[src/rtl/mac_array_ctrl.sv]
// Tile-pass sequencer for a weight-stationary MAC array: loads kernel words, waits for them to
// settle, streams activations, then counts south-edge result vectors until done or timeout.
module mac_array_ctrl #(
  parameter int unsigned Row   = 8,
  parameter int unsigned Col   = 8,
  parameter int unsigned AddrW = 11,
  parameter int unsigned CntW  = 8
) (
  input  logic             clk_i,
  input  logic             rst_ni,
  input  logic             start_i,
  input  logic [CntW-1:0]  n_vec_i,
  input  logic [AddrW-1:0] w_base_i,
  input  logic [AddrW-1:0] a_base_i,
  input  logic [Col-1:0]   valid_i,
  output logic             sram_cen_o,
  output logic [AddrW-1:0] sram_addr_o,
  output logic [1:0]       inst_w_o,
  output logic             out_wr_o,
  output logic             busy_o,
  output logic             done_o,
  output logic             err_o
);

  localparam int unsigned Budget  = 2 * (Row + Col);
  localparam int unsigned BudgetW = $clog2(Budget + 1);
  localparam int unsigned PhW     = (CntW > BudgetW) ? CntW : BudgetW;

  typedef enum logic [2:0] {StIdle, StLoad, StSettle, StExec, StDrain, StDone} state_e;

  state_e           state_q, state_d;
  logic [PhW-1:0]   kcnt_q, kcnt_d;
  logic [CntW-1:0]  ocnt_q, ocnt_d;
  logic [CntW-1:0]  nvec_q, nvec_d;
  logic [AddrW-1:0] wbase_q, wbase_d;
  logic [AddrW-1:0] abase_q, abase_d;
  logic             err_q, err_d;

  logic             sram_cen_q, sram_cen_d;
  logic [AddrW-1:0] sram_addr_q, sram_addr_d;
  logic [1:0]       code_q, code_d;
  logic [1:0]       inst_w_q;
  logic             out_wr_q, busy_q, done_q;
  logic             cnt_en;

  always_comb begin
    state_d = state_q;
    kcnt_d  = kcnt_q;
    ocnt_d  = ocnt_q;
    nvec_d  = nvec_q;
    wbase_d = wbase_q;
    abase_d = abase_q;
    err_d   = err_q;

    // Result counting saturates at n_vec; surplus valids are dropped.
    cnt_en = ((state_q == StExec) || (state_q == StDrain)) && valid_i[Col-1] &&
             (ocnt_q != nvec_q);
    if (cnt_en) ocnt_d = ocnt_q + CntW'(1);

    unique case (state_q)
      StIdle: begin
        if (start_i) begin
          nvec_d  = n_vec_i;
          wbase_d = w_base_i;
          abase_d = a_base_i;
          kcnt_d  = '0;
          ocnt_d  = '0;
          err_d   = 1'b0;
          state_d = StLoad;
        end
      end
      StLoad: begin
        if (kcnt_q == PhW'(Col - 1)) begin
          kcnt_d  = '0;
          state_d = StSettle;
        end else begin
          kcnt_d = kcnt_q + PhW'(1);
        end
      end
      StSettle: begin
        if (kcnt_q == PhW'(Row + Col - 1)) begin
          kcnt_d  = '0;
          state_d = (nvec_q != '0) ? StExec : StDone;
        end else begin
          kcnt_d = kcnt_q + PhW'(1);
        end
      end
      StExec: begin
        if (kcnt_q == PhW'(nvec_q - CntW'(1))) begin
          kcnt_d  = '0;
          state_d = StDrain;
        end else begin
          kcnt_d = kcnt_q + PhW'(1);
        end
      end
      StDrain: begin
        // A valid landing on the timeout cycle is counted before the timeout is judged.
        if (ocnt_d == nvec_q) begin
          state_d = StDone;
        end else if (kcnt_q == PhW'(Budget - 1)) begin
          state_d = StDone;
          err_d   = 1'b1;
        end else begin
          kcnt_d = kcnt_q + PhW'(1);
        end
      end
      StDone:  state_d = StIdle;
      default: state_d = StIdle;
    endcase

    sram_cen_d  = 1'b1;
    sram_addr_d = sram_addr_q;
    code_d      = 2'b00;
    if (state_q == StLoad) begin
      sram_cen_d  = 1'b0;
      sram_addr_d = wbase_q + AddrW'(kcnt_q);
      code_d      = 2'b01;
    end else if (state_q == StExec) begin
      sram_cen_d  = 1'b0;
      sram_addr_d = abase_q + AddrW'(kcnt_q);
      code_d      = 2'b10;
    end
  end

  always_ff @(posedge clk_i) begin
    if (!rst_ni) begin
      state_q     <= StIdle;
      kcnt_q      <= '0;
      ocnt_q      <= '0;
      nvec_q      <= '0;
      wbase_q     <= '0;
      abase_q     <= '0;
      err_q       <= 1'b0;
      sram_cen_q  <= 1'b1;
      sram_addr_q <= '0;
      code_q      <= 2'b00;
      inst_w_q    <= 2'b00;
      out_wr_q    <= 1'b0;
      busy_q      <= 1'b0;
      done_q      <= 1'b0;
    end else begin
      state_q     <= state_d;
      kcnt_q      <= kcnt_d;
      ocnt_q      <= ocnt_d;
      nvec_q      <= nvec_d;
      wbase_q     <= wbase_d;
      abase_q     <= abase_d;
      err_q       <= err_d;
      sram_cen_q  <= sram_cen_d;
      sram_addr_q <= sram_addr_d;
      // Second stage lines the instruction up with the SRAM's one-cycle read data.
      code_q      <= code_d;
      inst_w_q    <= code_q;
      out_wr_q    <= cnt_en;
      busy_q      <= (state_q != StIdle);
      done_q      <= (state_q == StDone);
    end
  end

  assign sram_cen_o  = sram_cen_q;
  assign sram_addr_o = sram_addr_q;
  assign inst_w_o    = inst_w_q;
  assign out_wr_o    = out_wr_q;
  assign busy_o      = busy_q;
  assign done_o      = done_q;
  assign err_o       = err_q;

endmodule

[config.mk]
export PLATFORM = sky130hd
export DESIGN_NAME = mac_array_ctrl
export DESIGN_NICKNAME = d
export VERILOG_FILES = /design/src/rtl/mac_array_ctrl.sv
export SDC_FILE = /design/constraint.sdc
export NUM_CORES = 1
export LEC_CHECK = 0
export CORE_ASPECT_RATIO = 0.6
export CORE_MARGIN = 1.5
export CORE_UTILIZATION = 55
export DETAILED_ROUTE_END_ITERATION = 16
export PLACE_DENSITY = 0.92
export SLEW_MARGIN = 20
export SYNTH_ARGS = -nofsm -noshare
export SYNTH_HDL_FRONTEND = slang
export SYNTH_SLANG_ARGS = --single-unit
[constraint.sdc]
create_clock -name clk_i -period 3.94 [get_ports clk_i]
set_input_delay 0.394 -clock clk_i [delete_from_list [all_inputs] [get_ports clk_i]]
set_output_delay 0.394 -clock clk_i [all_outputs]
set_load 0.01 [all_outputs]
# ---- After elaboration in Yosys (flattened, before gate mapping)
# Index checks and enable logic that the tools add are counted.
# W data, S select, Z words.
dict set report totals {
  ff_bits 69
  input_bits 41
  wordCells 82
}
dict set report classes {
  add_sub_neg 5
  n_eq_ne 19
  mux 28
  bitwise_logic 1
  reduce_logical 14
}
# cell count
set op_table {}
lappend op_table {{$mux W8} 9}
lappend op_table {{$pmux W8 S5} 1}
lappend op_table {{$add A11 B8 Y11} 2}
lappend op_table {{$mux W11} 2}
lappend op_table {{$mux W3} 7}
lappend op_table {{$add A8 B1 Y8 const B} 2}
lappend op_table {{$eq A8 B8 Y1} 2}
lappend op_table {{$pmux W3 S5} 1}
lappend op_table {{$ne A2 B2 Y1 const B} 5}
lappend op_table {{$eq A8 B3 Y1 const B} 1}
lappend op_table {{$eq A8 B4 Y1 const B} 1}
lappend op_table {{$eq A8 B5 Y1 const B} 1}
lappend op_table {{$ne A8 B8 Y1} 1}
lappend op_table {{$reduce_and A4 Y1} 2}
lappend op_table {{$reduce_bool A8 Y1} 1}
lappend op_table {{$sub A8 B1 Y8 const B} 1}
lappend op_table {{$eq A3 B2 Y1 const B} 2}
lappend op_table {{$eq A3 B3 Y1 const B} 2}
lappend op_table {{$mux W1} 6}
lappend op_table {{$reduce_and A5 Y1} 1}
lappend op_table {{$reduce_bool A5 Y1} 1}
lappend op_table {{$ne A2 B1 Y1 const B} 2}
lappend op_table {{$reduce_bool A2 Y1} 2}
lappend op_table {{$eq A3 B1 Y1 const B} 1}
lappend op_table {{other kinds (10)} 11}

# ---- Longest topological paths before layout
dict set report depth {
  ltp_word 8
  mapped_depth 14
  ltp_nobuf 13
}

# ---- Worst setup path before layout
# Ideal clock, no wire load.
dict set report synth_path {
  path_type {register to register}
  from {register state_q[1]}
  to {register sram_addr_q[10] (netlist: sram_addr_o[10])}
  arrival_time_ns 3.037
  required_ns 3.817
  path_slack_ns 0.780
  path_stages_with_launch 15
  cell_sequence {dfxtp_1 -> clkbuf_1 -> nor2_1 -> buf_2 -> mux2_2 -> ha_1 -> inv_1 -> fa_1 -> nor2b_1 -> o21ai_0 -> a21boi_0 -> o21ai_0 -> a2111oi_0 -> xor2_1 -> o21ai_0}
}
dict set report synth_between {
  elab_chain_cells 2
  elab_cells_between_ends 4
}
# item line
set synth_rtl {}
lappend synth_rtl {{from (decl)} 31} ;# state_e state_q, state_d;
lappend synth_rtl {{from (signal assigned)} 127} ;# state_q <= StIdle;
lappend synth_rtl {{from (signal assigned)} 142} ;# state_q <= state_d;
lappend synth_rtl {{$eq A3 B1 Y1 or $eq A3 B2 Y1 (tied branches)} {114, 118}}
lappend synth_rtl {{$mux W11 or $reduce_bool A2 Y1 (tied branches)} -}
lappend synth_rtl {{to (signal assigned)} 150} ;# sram_addr_q <= sram_addr_d;
lappend synth_rtl {{to (decl)} 40} ;# logic [AddrW-1:0] sram_addr_q, sram_addr_d;
# Several ways; a longest one is shown, not always the timed one.
# A chain may end at the register's enable or synchronous reset.

# ---- Worst setup path in the final report
dict set report layout_path {
  from {register state_q[0]}
  to {register sram_addr_q[10] (netlist: sram_addr_o[10])}
}
# Same word-level chain as after synthesis.

==> results.txt <==
----------------------------------------------------
[Global route]
  Global-route wire length before repair ... 18500 um
  Gr ovfl total ... 0
  All-Layer GR Usage ... 29.8%
  Routing usage on met3 ... 9.50%
  Met2 GRT Util ... 44.8%
  Vias in the first global route ... 3813
  Antenna violations before repair ... 0
  Routing layer with the top usage in global route ... met2
  Grt met1 use ... 41.1%
  Pin count of the biggest net entering global routing ... 40

[Setup path]
  CP max stage delay ... 0.54 ns
  Startpoint types ... flop
  Library cell appearing most often on the critical path ... o21ai_0
  Crit. End Element ... flop
  CP Cell Sequence ... nand2b_1, nor2_1, buf_4, mux2_2, ha_1, inv_1, fa_1, nor2b_1, o21ai_0, a21boi_0, o21ai_0, a2111oi_0, xor2_1, o21ai_0
  Crit Path Max Fanout ... 11
  Crit path DAT ... 3.83 ns
  Worst Setup Path Type ... flop to flop
  Worst Path Required ... 4.16 ns
  Cell with the biggest individual delay on the critical path ... a2111oi_0

[Die]
  Std-Cell Core Area ... 0.00685 mm^2
  Number of cell rows ... 23
  Die outline area ... 0.00781 mm^2
  I/O pin count ... 59
  Chip Width ... 113 um
  Initial Util ... 58.4%
  Overall die height ... 69.1 um

[Yosys]
  Synth Net Count ... 547
  Number of standard cells after synthesis ... 493
  Library cells used by synthesis ... 68
  Fraction of the mapped netlist area in adder cells ... 4.25%
  Dominant combinational cell family by area after synthesis ... simple AND/OR/NAND/NOR gates
  Fraction of synthesized cell area in xor and xnor cells ... 7.91%
  Post-synth top area cell ... dfxtp_1
  Mux contribution to synthesized area ... 3.78%
  Most used standard cells in the synthesized netlist ... nand2_1, dfxtp_1, a21oi_1
  Sequential element share of the synthesized area ... 34.5%
  Synth Area in Simple Gates ... 25.4%
  Share of flip-flops with an asynchronous set or reset after synthesis ... 0%
  Count leader, synth ... nand2_1
  EDFF count, synth ... 0
  Dominant cells by area after synthesis ... dfxtp_1, nand2_1, a21oi_1
  Number of warnings reported in the yosys synthesis log ... 0
  Compound-Gate Fraction of Synth Area ... 20.0%
  Post-Synthesis Mean Instance Area ... 8.11 um^2
  Commonest register cell after synthesis ... dfxtp_1
  Yosys top cell area share ... 34.5%
  Flip-flop and latch count after synthesis ... 69
  Cell area after synthesis ... 0.00400 mm^2

[Place]
  Post-DP HPWL ... 7870 um
  Placed cell count ... 612
  RePlAce Congestion ... 0.944
  Port buffer count ... 51

[Timing]
  Hold Vio Cnt, Final ... 0
  Setup-violating endpoint count in the final report ... 0
  Max-slew violations ... 0
  Total negative slack ... 0 ns
  Min Tclk post-route ... 3.62 ns
  Fin crit share ... 91.8%
  RSZ-0062 raised after global routing ... no
  Relative max-transition margin ... 37.9%
  Clock tree skew after final layout ... 0.00697 ns
  Maximum clock frequency ... 277 MHz
  Worst Max-Slew Pin Slew ... 0.931 ns

[Power]
  P per Cell Area ... 418 mW/mm^2
  Logic pwr share ... 16.1%
  Leakage ... 1.90 nW
  Maximum VDD drop ... 0.000264 V
  Clock network power share ... 46.5%
  Net switching power ... 0.548 mW
  Switching share of power ... 26.8%
  Total Power Consumption ... 2.05 mW
  Internal power contribution ... 1.50 mW
  Proportion of power drawn by flip-flops and latches ... 37.3%

[Detailed routing]
  Drt wl/cell ... 18.0 um
  Mean number of vias per cell ... 6.22
  Detailed router's first-iteration violation count ... 502
  Total number of vias ... 3905
  Number of design rule violations left after detail routing ... 0
  First-pass detailed-route iteration total ... 5
  Aggregate routed wire length ... 11300 um
  ANT nets after route ... 0

[Layout]
  Share of final-layout standard cells stronger than drive strength 1 ... 8.69%
  Layout Nets ... 590
  Antenna diode count ... 0
  Syn-to-layout area delta ... 22.6%
  Final cell count without fillers ... 628

[Clock network]
  Post-cts resize count ... 0
  Clock net sink count ... 69
  CTS tree ... built
  Clock transition at the registers of the reported paths ... 0.06 ns
  # hold bufs at CTS ... 0
  CTS Root Buffer Type ... clkbuf_16
  TritonCTS Buffers ... 9
  Number of levels in the clock H-tree ... 3
  Clock Latency Late Sink ... 0.34 ns
  Post-CTS setup buffer count ... 0
  Maximum count of clock buffers along a single path ... 2

[Status]
  Result of the run ... finished, final reports clean

[Min path]
  Class of the tightest hold or removal check ... flop to flop

[Run]
  Max-cap viol count ... 0

----------------------------------------------------
-- critical path, delay by kind of cell, from the launching register on --
kind | cells | cell delay [ns]
compound gates | 5 | 1.30
fa+ha+maj | 2 | 0.55
flops | 1 | 0.49
simple gates | 3 | 0.47
buf+inv | 2 | 0.31
mux | 1 | 0.19
xor+xnor | 1 | 0.18
-- cells by family (layout without fill, tap and decap cells) --
kind of cell / count (synthesis) / count (layout)
multiplexers: 14 / 14
AO/OA/AOI/OAI: 118 / 118
XOR/XNOR: 32 / 32
buffers and inverters: 40 / 88
adder cells (fa/ha/maj): 13 / 13
flip-flops: 69 / 69
AND/OR/NAND/NOR: 207 / 207
-- per-layer routing --
layer / up-vias / part of all wire [%]
met2: 253 / 43
li1: 1821 / -
met5: - / 0
met3: 36 / 11
met1: 1795 / 43
met4: 0 / 2.0
-- worst paths after layout --
check | startpoint | to | slack, ns | cells past startpoint
max | state_q[0] | sram_addr_o[10] | 0.32 | 14
min | code_q[0] | inst_w_o[0] | 0.44 | 1
max reg2reg | state_q[0] | sram_addr_o[10] | 0.32 | 14
min reg2reg | code_q[0] | inst_w_o[0] | 0.44 | 1
-- area by class of cell --
class	instances	area, um^2
Multi-Input combinational cell	384	2450
Fill cell	470	1950
Timing Repair Buffer	58	563
Sequential cell	69	1380
Clock inverter	7	121
Clock buffer	9	225
Inverter	14	52.6
Tap cell	87	109
-- flip-flops by register name (all words and copies together), names as in the netlist --
signal	cells
nvec_q	8
kcnt_q	8
sram_cen_o	1
code_q	2
sram_addr_o	11
done_o	1
inst_w_o	2
busy_o	1
ocnt_q	8
state_q	3
err_o	1
abase_q	11
wbase_q	11
out_wr_o	1
-- placed cells by master, fill, tap and decap left out, drive strengths merged, types with 7 or more instances in the layout --
cell type,n
xnor2,10
nor2,38
nand2b,12
dfxtp,69
and3,9
mux2,9
xor2,20
clkbuf,9
and2,8
o21ai,17
buf,7
ha,12
inv,14
nand2,90
a21oi,47
nand3,11
nor3,13
clkdlybuf4s50,51
-- through the flow --
| stage | worst slack [ns] | area [um^2] | utilization [%] | hold WS [ns] |
|---|---|---|---|---|
| floorplan | 0.780 | 4000 | - | 0.412 |
| global placement | 0.637 | 4560 | 66.5 | 0.417 |
| detailed placement | 0.480 | 4560 | 66.5 | 0.429 |
| CTS | 0.439 | 4900 | 71.6 | 0.442 |
| global route | 0.0126 | 4900 | 71.6 | 0.468 |
| finish | 0.325 | 4900 | 71.6 | 0.441 |
-- power by group through the flow --
stage                     combinational [mW]  clock, mW  sequential (mW)
final                                  0.331      0.952            0.765
after global routing                   0.359      0.979            0.768
after CTS                              0.325      0.945            0.763
after detailed placement               0.318          0            0.778
after global placement                 0.305          0            0.775
after floorplan                        0.220          0            0.767
No activity file was read; power rests on OpenSTA's default activity.
